--- config.mk ---
export PLATFORM = sky130hd
export DESIGN_NAME = panda_divider
export DESIGN_NICKNAME = d
export VERILOG_FILES = /design/src/rtl/panda_pkg.sv /design/src/rtl/panda_adder.sv /design/src/rtl/panda_divider.sv
export SDC_FILE = /design/constraint.sdc
export NUM_CORES = 1
export LEC_CHECK = 0
export CAP_MARGIN = 0
export CORE_UTILIZATION = 55
export CTS_BUF_LIST = sky130_fd_sc_hd__clkbuf_2
export CTS_CLUSTER_DIAMETER = 200
export DETAILED_ROUTE_END_ITERATION = 12
export PLACE_DENSITY_LB_ADDON = 0.3
export SYNTH_ARGS = -nofsm -noshare
export SYNTH_HDL_FRONTEND = slang
export SYNTH_SLANG_ARGS = --single-unit
--- constraint.sdc ---
create_clock -name clk_i -period 5.3 [get_ports clk_i]
set_input_delay 0.795 -clock clk_i [delete_from_list [all_inputs] [get_ports clk_i]]
set_output_delay 0.795 -clock clk_i [all_outputs]
set_load 0.005 [all_outputs]
--- src/rtl/panda_pkg.sv ---
// rtl/panda_pkg.sv - shared types and decode helpers for the panda multiply/divide unit
package panda_pkg;

    typedef enum logic [1:0] {
        MD_DIV,
        MD_DIVU,
        MD_REM,
        MD_REMU
    } md_operator_e;

    typedef enum logic [1:0] {
        MD_IDLE,
        MD_CALC,
        MD_DONE
    } md_state_e;

    function automatic logic is_signed_op(input md_operator_e op);
        return (op == MD_DIV) || (op == MD_REM);
    endfunction

    // Anything that is not a remainder op yields the quotient, so unknown codes act as DIVU.
    function automatic logic is_rem_op(input md_operator_e op);
        return (op == MD_REM) || (op == MD_REMU);
    endfunction

endpackage

--- src/rtl/panda_adder.sv ---
// rtl/panda_adder.sv - combinational add/subtract shared by the ALU and divider
module panda_adder #(
    parameter int Width = 32
) (
    input  logic [Width-1:0] operand_a_i,
    input  logic [Width-1:0] operand_b_i,
    input  logic             subtract_i,
    output logic [Width-1:0] result_o
);

    logic [Width-1:0] b_eff;
    logic [Width-1:0] carry_in;

    assign b_eff    = subtract_i ? ~operand_b_i : operand_b_i;
    assign carry_in = {{(Width-1){1'b0}}, subtract_i};
    assign result_o = operand_a_i + b_eff + carry_in;

endmodule

--- src/rtl/panda_divider.sv ---
// rtl/panda_divider.sv - iterative radix-2 restoring divider for RV32M DIV/DIVU/REM/REMU
module panda_divider
    import panda_pkg::*;
#(
    parameter int Width = 32
) (
    input  logic             clk_i,
    input  logic             rst_i,
    input  logic             valid_i,
    output logic             ready_o,
    input  md_operator_e     operator_i,
    input  logic [Width-1:0] operand_a_i,
    input  logic [Width-1:0] operand_b_i,
    input  logic             kill_i,
    output logic             valid_o,
    input  logic             ready_i,
    output logic [Width-1:0] result_o
);

    localparam int CntW = $clog2(Width);

    md_state_e        state_q, state_d;
    md_operator_e     op_q;
    logic [CntW-1:0]  cnt_q;
    logic [Width-1:0] rem_q, quo_q, abs_b_q, result_q;
    logic             sign_a_q, sign_b_q;

    logic             accept, signed_op, sign_a, sign_b, div_zero, ovf;
    logic [Width-1:0] abs_a, abs_b, early_result;

    assign ready_o  = (state_q == MD_IDLE);
    assign valid_o  = (state_q == MD_DONE);
    assign result_o = result_q;
    assign accept   = valid_i & ready_o & ~kill_i;

    assign signed_op = is_signed_op(operator_i);
    assign sign_a    = signed_op & operand_a_i[Width-1];
    assign sign_b    = signed_op & operand_b_i[Width-1];
    assign abs_a     = sign_a ? -operand_a_i : operand_a_i;
    assign abs_b     = sign_b ? -operand_b_i : operand_b_i;
    assign div_zero  = (operand_b_i == '0);
    assign ovf       = signed_op && (operand_a_i == {1'b1, {(Width-1){1'b0}}})
                       && (operand_b_i == '1);

    // Division by zero and signed overflow bypass the iteration entirely.
    always_comb begin
        early_result = '0;
        if (div_zero) begin
            early_result = is_rem_op(operator_i) ? operand_a_i : '1;
        end else if (ovf) begin
            early_result = is_rem_op(operator_i) ? '0 : operand_a_i;
        end
    end

    logic [Width:0]   rem_shifted, trial;
    logic [Width-1:0] rem_step, quo_step, final_result;

    assign rem_shifted = {rem_q, quo_q[Width-1]};

    panda_adder #(
        .Width(Width + 1)
    ) u_trial_sub (
        .operand_a_i(rem_shifted),
        .operand_b_i({1'b0, abs_b_q}),
        .subtract_i (1'b1),
        .result_o   (trial)
    );

    assign rem_step = trial[Width] ? rem_shifted[Width-1:0] : trial[Width-1:0];
    assign quo_step = {quo_q[Width-2:0], ~trial[Width]};

    always_comb begin
        if (is_rem_op(op_q)) begin
            final_result = sign_a_q ? -rem_step : rem_step;
        end else begin
            final_result = (sign_a_q ^ sign_b_q) ? -quo_step : quo_step;
        end
    end

    always_ff @(posedge clk_i) begin
        if (rst_i) begin
            state_q <= MD_IDLE;
        end else begin
            state_q <= state_d;
        end
    end

    always_comb begin
        state_d = state_q;
        unique case (state_q)
            MD_IDLE: if (accept) state_d = (div_zero || ovf) ? MD_DONE : MD_CALC;
            MD_CALC: if (cnt_q == '0) state_d = MD_DONE;
            MD_DONE: if (ready_i) state_d = MD_IDLE;
            default: state_d = MD_IDLE;
        endcase
        if (kill_i) begin
            state_d = MD_IDLE;
        end
    end

    always_ff @(posedge clk_i) begin
        if (rst_i) begin
            op_q     <= MD_DIVU;
            cnt_q    <= '0;
            rem_q    <= '0;
            quo_q    <= '0;
            abs_b_q  <= '0;
            sign_a_q <= 1'b0;
            sign_b_q <= 1'b0;
            result_q <= '0;
        end else if (accept) begin
            op_q     <= operator_i;
            cnt_q    <= CntW'(Width - 1);
            rem_q    <= '0;
            quo_q    <= abs_a;
            abs_b_q  <= abs_b;
            sign_a_q <= sign_a;
            sign_b_q <= sign_b;
            if (div_zero || ovf) begin
                result_q <= early_result;
            end
        end else if (state_q == MD_CALC && !kill_i) begin
            rem_q <= rem_step;
            quo_q <= quo_step;
            cnt_q <= cnt_q - CntW'(1);
            if (cnt_q == '0) begin
                result_q <= final_result;
            end
        end
    end

endmodule

; After elaboration in Yosys (flattened, before gate mapping)
; Cells that the tools add are included.
; Widths: inputs -> output; s select.
[totals]
regBits = 139
input_bits = 71
output_inout_bits = 34
wordCells = 77
[classes]
add_sub_neg = 7
eq_ne = 12
n_mux = 23
bitwise = 8
reduce_logical = 18
[op_table]
columns = op, count
row1 = $mux 32, 16
row2 = $neg 32->32, 4
row3 = $eq 32x32->1 const B, 2
row4 = $add 33x1->33 const B, 1
row5 = $add 33x33->33, 1
row6 = $not 32->33, 1
row7 = $logic_not 32->1, 1
row8 = $eq 2x2->1 const B, 5
row9 = $mux 5, 2
row10 = $mux 2, 4
row11 = $ne 2x1->1 const B, 3
row12 = $pmux 2 s3, 1
row13 = $reduce_and 3->1, 2
row14 = $logic_not 5->1, 1
row15 = $sub 5x1->5 const B, 1
row16 = $and 1x1->1, 4
row17 = $logic_not 2->1, 2
row18 = $logic_or 1x1->1, 4
row19 = $reduce_bool 2->1, 2
row20 = $reduce_or 2->1, 2
row21 = $logic_and 1x1->1, 3
row22 = $eq 2x1->1 const B, 1
row23 = $ne 2x2->1 const B, 1
row24 = $not 1->1, 2
row25 = other kinds (2), 2

; Longest topological paths before layout
[logic_depth]
word_depth = 10
depth_mapped = 26
ltp_nobuf = 24

; By module
; A second synthesis with hierarchy kept.
[unflattened]
hier_cells = 1592
area_unflattened_um2 = 11832.6
[modules_own_cells]
columns = module, instances, cells_each, area_each_um2, seq_area_each_um2
row1 = panda_divider, 1, 1268, 9566.7, 2762.6
row2 = panda_adder, 1, 324, 2265.9, 0.0

; Worst setup path before layout
; No wires, ideal clock.
[synth_path]
kind = reg-to-reg
start = register quo_q[31]
end = register result_q[28] (netlist: result_o[28])
setup_ns = 0.116
arrival_ns = 4.942
t_required_ns = 5.184
slack_ns = 0.242
stages_incl_launch_ff = 25
n_path_buf = 2
synth_period_minus_slack_ns = 5.058
cell_sequence = dfxtp_1 inv_1 ha_1 inv_1 fa_1 a21o_1 a221o_1 nand3_2 a2111oi_2 nor4_2 nor2_4 inv_2 buf_2 buf_1 o21ai_0 inv_1 ha_1 nand2_1 or4_1 o31ai_1 nand3_1 o41ai_1 xor2_1 o21ai_0 nand2_1
[synth_via]
elab_chain_len = 9
word_cells_on_any_way = 12
cone_classes = add/sub: 4 / mux: 7 / bitwise: 1
[synth_lines]
columns = item, line
row1 = "start, declared", panda_divider.sv:25  ; logic [Width-1:0] rem_q, quo_q, abs_b_q, result_q;
row2 = "start signal, assigned", panda_divider.sv:115  ; quo_q <= abs_a;
row3 = "start signal, assigned", panda_divider.sv:124  ; quo_q <= quo_step;
row4 = $add 33x33->33, panda_adder.sv:16  ; assign result_o = operand_a_i + b_eff + carry_in;
row5 = $add 33x1->33, panda_adder.sv:16
row6 = $mux 32 or $not 1->1 (tied branches), "panda_divider.sv:69, panda_divider.sv:70"
row7 = $neg 32->32 (on tied branches), "panda_divider.sv:74, panda_divider.sv:76"
row8 = $mux 32 (on tied branches), "panda_divider.sv:74, panda_divider.sv:76"
row9 = $mux 32 *, panda_divider.sv:73  ; if (is_rem_op(op_q)) begin
row10 = $mux 32 *, panda_divider.sv:126  ; if (cnt_q == '0) begin
row11 = $mux 32 *, panda_divider.sv:122  ; end else if (state_q == MD_CALC && !kill_i) begin
row12 = $mux 32 *, panda_divider.sv:111  ; end else if (accept) begin
row13 = "end signal, assigned", panda_divider.sv:120  ; result_q <= early_result;
row14 = "end signal, assigned", panda_divider.sv:127  ; result_q <= final_result;
row15 = "end, declared", panda_divider.sv:25
; Every way passes the cells marked *; elsewhere a longest branch is shown, timed or not. The select of a mux whose other input is x is not followed.
; A chain may end at the register's enable or synchronous reset.

; Worst setup path in the final report
[layout_path]
start = register quo_q[31]
end = register result_q[22] (netlist: result_o[22])
; The elaborated chain is that of the path after synthesis.

==> metrics.md <==
| Metric | Value |
|---|---|
| Cell Chain, Critical Path | `inv_1 > ha_1 > inv_1 > fa_1 > a21o_1 > a221o_1 > nand3_2 > a2111oi_2 > o31a_1 > nor2_4 > inv_2 > nand2_1 > o21ai_0 > inv_1 > ha_1 > nand2_1 > or4_1 > nand3b_1 > o21ai_0 > nand3_1 > nor3_1 > nand3_1 > a31oi_1 > o31ai_1` |
| Overall power | `0.003183 W` |
| Avg WL per Cell | `18.56 um` |
| Non-Filler Instances | `1,911` |
| Pin count of the biggest net entering global routing | `93` |
| Yosys warns | `0` |
| Critical Path AT | `5.74 ns` |
| DIE WIDTH | `144.8 um` |
| PortBufs | `104` |
| Asr flop ratio synth | `0%` |
| Pwr dens | `248.9 mW/mm^2` |
| CP endpoint kind | `register` |
| Max-slew violations | `0` |
| Syn avg cell area | `7.143 sq um` |
| Clk network pwr share | `22.9%` |
| P_int | `0.001861 W` |
| Drc violations | `0` |
| Detailed-route via count | `12,160` |
| Hold buffer count at cts | `0` |
| Area grow syn2layout | `14.02%` |
| Routed Antenna Nets | `0` |
| Buffer levels on the longest clock path | `2` |
| CTS Sinks | `138` |
| Setup CP Type | `reg2reg` |
| WP data required | `5.97 ns` |
| Outcome | `complete, no violations` |
| Sw Ratio | `41.55%` |
| Critical Path Source Type | `register` |
| Peak supply drop | `0.0001490 V` |
| Clock Latency Late Sink | `0.80 ns` |
| Post-synth EDFFs | `0` |
| Number of instances in the placed design | `1,876` |
| Ys flop type | `dfxtp_1` |
| Total CTS buffers | `17` |
| Final wirelength | `35,470 um` |
| Worst-Margin Slew | `0.9780 ns` |
| Hpwl dp | `26,980 um` |
| Yosys reg bits | `138` |
| Mapped cell area | `0.01121 sq mm` |
| Vias in the first global route | `10,810` |
| Die area | `0.02097 sq mm` |
| Antenna violations before repair | `2` |
| Gpl congestion | `0.9811` |
| Initial DRC Count | `1,257` |
| Max incr delay on CP | `0.48 ns` |
| Cell variety after synth | `79` |
| TritonCTS clock tree | `yes` |
| Fillers | `1,787` |
| Pre-antenna DRT Iters | `6` |
| Fin crit period | `5.071 ns` |
| CP max stage cell | `or4_1` |
| Max frequency | `197.2 MHz` |
| Hold slack | `0.4633 ns` |
| First-pass GRT wire length | `56,000 um` |
| Syn Inst Count | `1,570` |
| Core Rows | `51` |
| Clock skew after layout | `0.05797 ns` |
| Gr usage total | `34.52%` |
| P_leak | `4.611 nW` |
| Total gr overflow | `0` |
| Core area | `0.01972 sq mm` |
| CTS H-tree lvls | `4` |
| Clk slew on worst S/H paths | `0.26 ns` |
| Final Hold Fails | `0` |
| Fin crit share | `95.67%` |
| Starting Density | `56.88%` |
| Share of layout cells above drive strength 1 | `5.843%` |
| Tightest slew margin relative to the limit | `34.80%` |
| Top-Level Pins | `105` |
| Min-delay worst type | `reg2reg` |
| Root Buffer | `clkbuf_2` |
| Register area share after synthesis | `24.63%` |
| Fraction of power consumed by sequential logic | `36.2%` |
| Crit path top cell by count | `inv_1` |
| Logic pwr share | `41.0%` |
| Number of max-cap violations | `0` |
| Vias/cell | `6.362` |
| Sw power | `0.001323 W` |
| Die Ht | `144.8 um` |
| Critical Path Fanout Max | `5` |
| Final setup violation count | `0` |
| Fin nets | `1,741` |
| Post-synth net total | `1,681` |
final timing paths:
check | from | endpoint | slack, ns | depth (start not counted)
max | quo_q[31]$_SDFFE_PP0P_ | result_o[22]$_SDFFE_PP0P_ | 0.23 | 24
min reg2reg | result_o[18]$_SDFFE_PP0P_ | result_o[18]$_SDFFE_PP0P_ | 0.46 | 2
min | result_o[18]$_SDFFE_PP0P_ | result_o[18]$_SDFFE_PP0P_ | 0.46 | 2
max reg2reg | quo_q[31]$_SDFFE_PP0P_ | result_o[22]$_SDFFE_PP0P_ | 0.23 | 24
metal layers:
layer | vias up | share of wire, % | global-route usage, %
li1 | 5821 | - | -
met1 | 5665 | 44 | 47.94
met2 | 599 | 45 | 54.50
met3 | 72 | 8.9 | 5.594
met4 | 0 | 2.2 | 10.58
met5 | - | 0 | 0
critical path, delay by kind of cell (launching register included):
kind | cells | cell delay, ns
fa+ha+maj | 3 | 0.78
buf+inv | 4 | 0.28
simple gates | 9 | 1.83
flops | 1 | 0.40
compound gates | 8 | 1.64
layout make-up:
| cell class | instances | area (sq um) | area share, % |
|---|---|---|---|
| antenna | 3 | 7.507 | 0.05871 |
| clock buffer | 17 | 85.08 | 0.6654 |
| clock inverter | 15 | 186.4 | 1.458 |
| inverter | 64 | 240.2 | 1.879 |
| multi-input combinational | 1269 | 7868 | 61.53 |
| sequential | 138 | 2763 | 21.60 |
| tap | 265 | 331.6 | 2.593 |
| timing repair buffer | 140 | 1306 | 10.22 |
timing repair:
action / 4_1_cts / 5_1_grt
setup endpoints to repair: 0 / 1
resized for setup: 0 / 2
buffers inserted: 0 / 0
power groups by stage:
stage | combinational, W | clock, W | sequential [W]
final | 0.00130 | 0.000728 | 0.00115
after global placement | 0.00125 | 0 | 0.00117
after detailed placement | 0.00126 | 0 | 0.00117
after CTS | 0.00127 | 0.000727 | 0.00115
after global routing | 0.00142 | 0.000776 | 0.00116
after floorplan | 0.000901 | 0 | 0.00115
through the flow:
stage | utilization, % | setup slack, ns | area (sq um) | TNS, ns
3_5_place_dp | 63.37 | 0.4063 | 12500 | 0
3_3_place_gp | 63.37 | 0.4904 | 12500 | 0
5_1_grt | 64.84 | -0.01203 | 12780 | -0.02420
2_1_floorplan | - | 0.2416 | 11210 | 0
4_1_cts | 64.75 | 0.3189 | 12770 | 0
6_report | 64.85 | 0.2293 | 12790 | 0
layout by cell type, fill, tap and decap left out, types with 10 or more instances in the layout:
| cell | count |
|---|---|
| o211ai_1 | 12 |
| a31oi_1 | 10 |
| a21o_1 | 13 |
| clkbuf_2 | 17 |
| o31ai_1 | 25 |
| nand2b_1 | 12 |
| nor3_1 | 39 |
| mux2i_1 | 22 |
| xnor2_1 | 69 |
| nand4_1 | 18 |
| or3_1 | 19 |
| nor4_1 | 25 |
| buf_4 | 36 |
| a311oi_1 | 36 |
| xor2_1 | 59 |
| dfxtp_1 | 138 |
| inv_1 | 63 |
| nor2_1 | 205 |
| nand3_1 | 30 |
| o21ai_0 | 84 |
| clkdlybuf4s50_1 | 103 |
| ha_1 | 39 |
| a21oi_1 | 147 |
| and2_1 | 10 |
| a211oi_1 | 76 |
| nand2_1 | 182 |
| and3_1 | 11 |
logic make-up after synthesis:
group           Yosys count  synth area share (%)
buf+inv                 163                 5.567
compound gates          481                 28.61
xor+xnor                128                 9.997
simple gates            597                 24.60
mux                      23                 2.064
fa+ha+maj                40                 4.530
flops                   138                 24.63
sequential cells by signal, indices dropped and copies added, names as in the netlist:
signal / count
state_q: 2
op_q: 1
sign_b_q: 1
cnt_q: 5
quo_q: 32
abs_b_q: 32
rem_q: 32
result_o: 32
sign_a_q: 1
cell usage after synthesis, drive strengths merged (8+ instances only):
cell type / instances / area (sq um)
nand4: 19 / 125.1
and2: 12 / 75.08
a211oi: 76 / 570.6
nor2b: 8 / 50.05
a31oi: 10 / 62.56
nor4: 26 / 168.9
xor2: 59 / 516.8
nand2: 183 / 686.9
nand2b: 12 / 75.07
or3: 19 / 118.9
o21a: 9 / 67.56
nor3: 40 / 211.5
o21ai: 85 / 425.4
o31ai: 27 / 202.7
a21oi: 147 / 735.7
inv: 64 / 240.2
xnor2: 69 / 604.3
clkbuf: 76 / 285.3
nand3: 31 / 160.1
mux2i: 22 / 220.2
and3: 11 / 68.82
o41ai: 9 / 86.34
o211ai: 12 / 90.09
buf: 23 / 98.85
dfxtp: 138 / 2763
a311oi: 36 / 315.3
a21o: 13 / 97.59
nor2: 206 / 780.8
ha: 39 / 488.0
(Power assumes the default switching activity.)
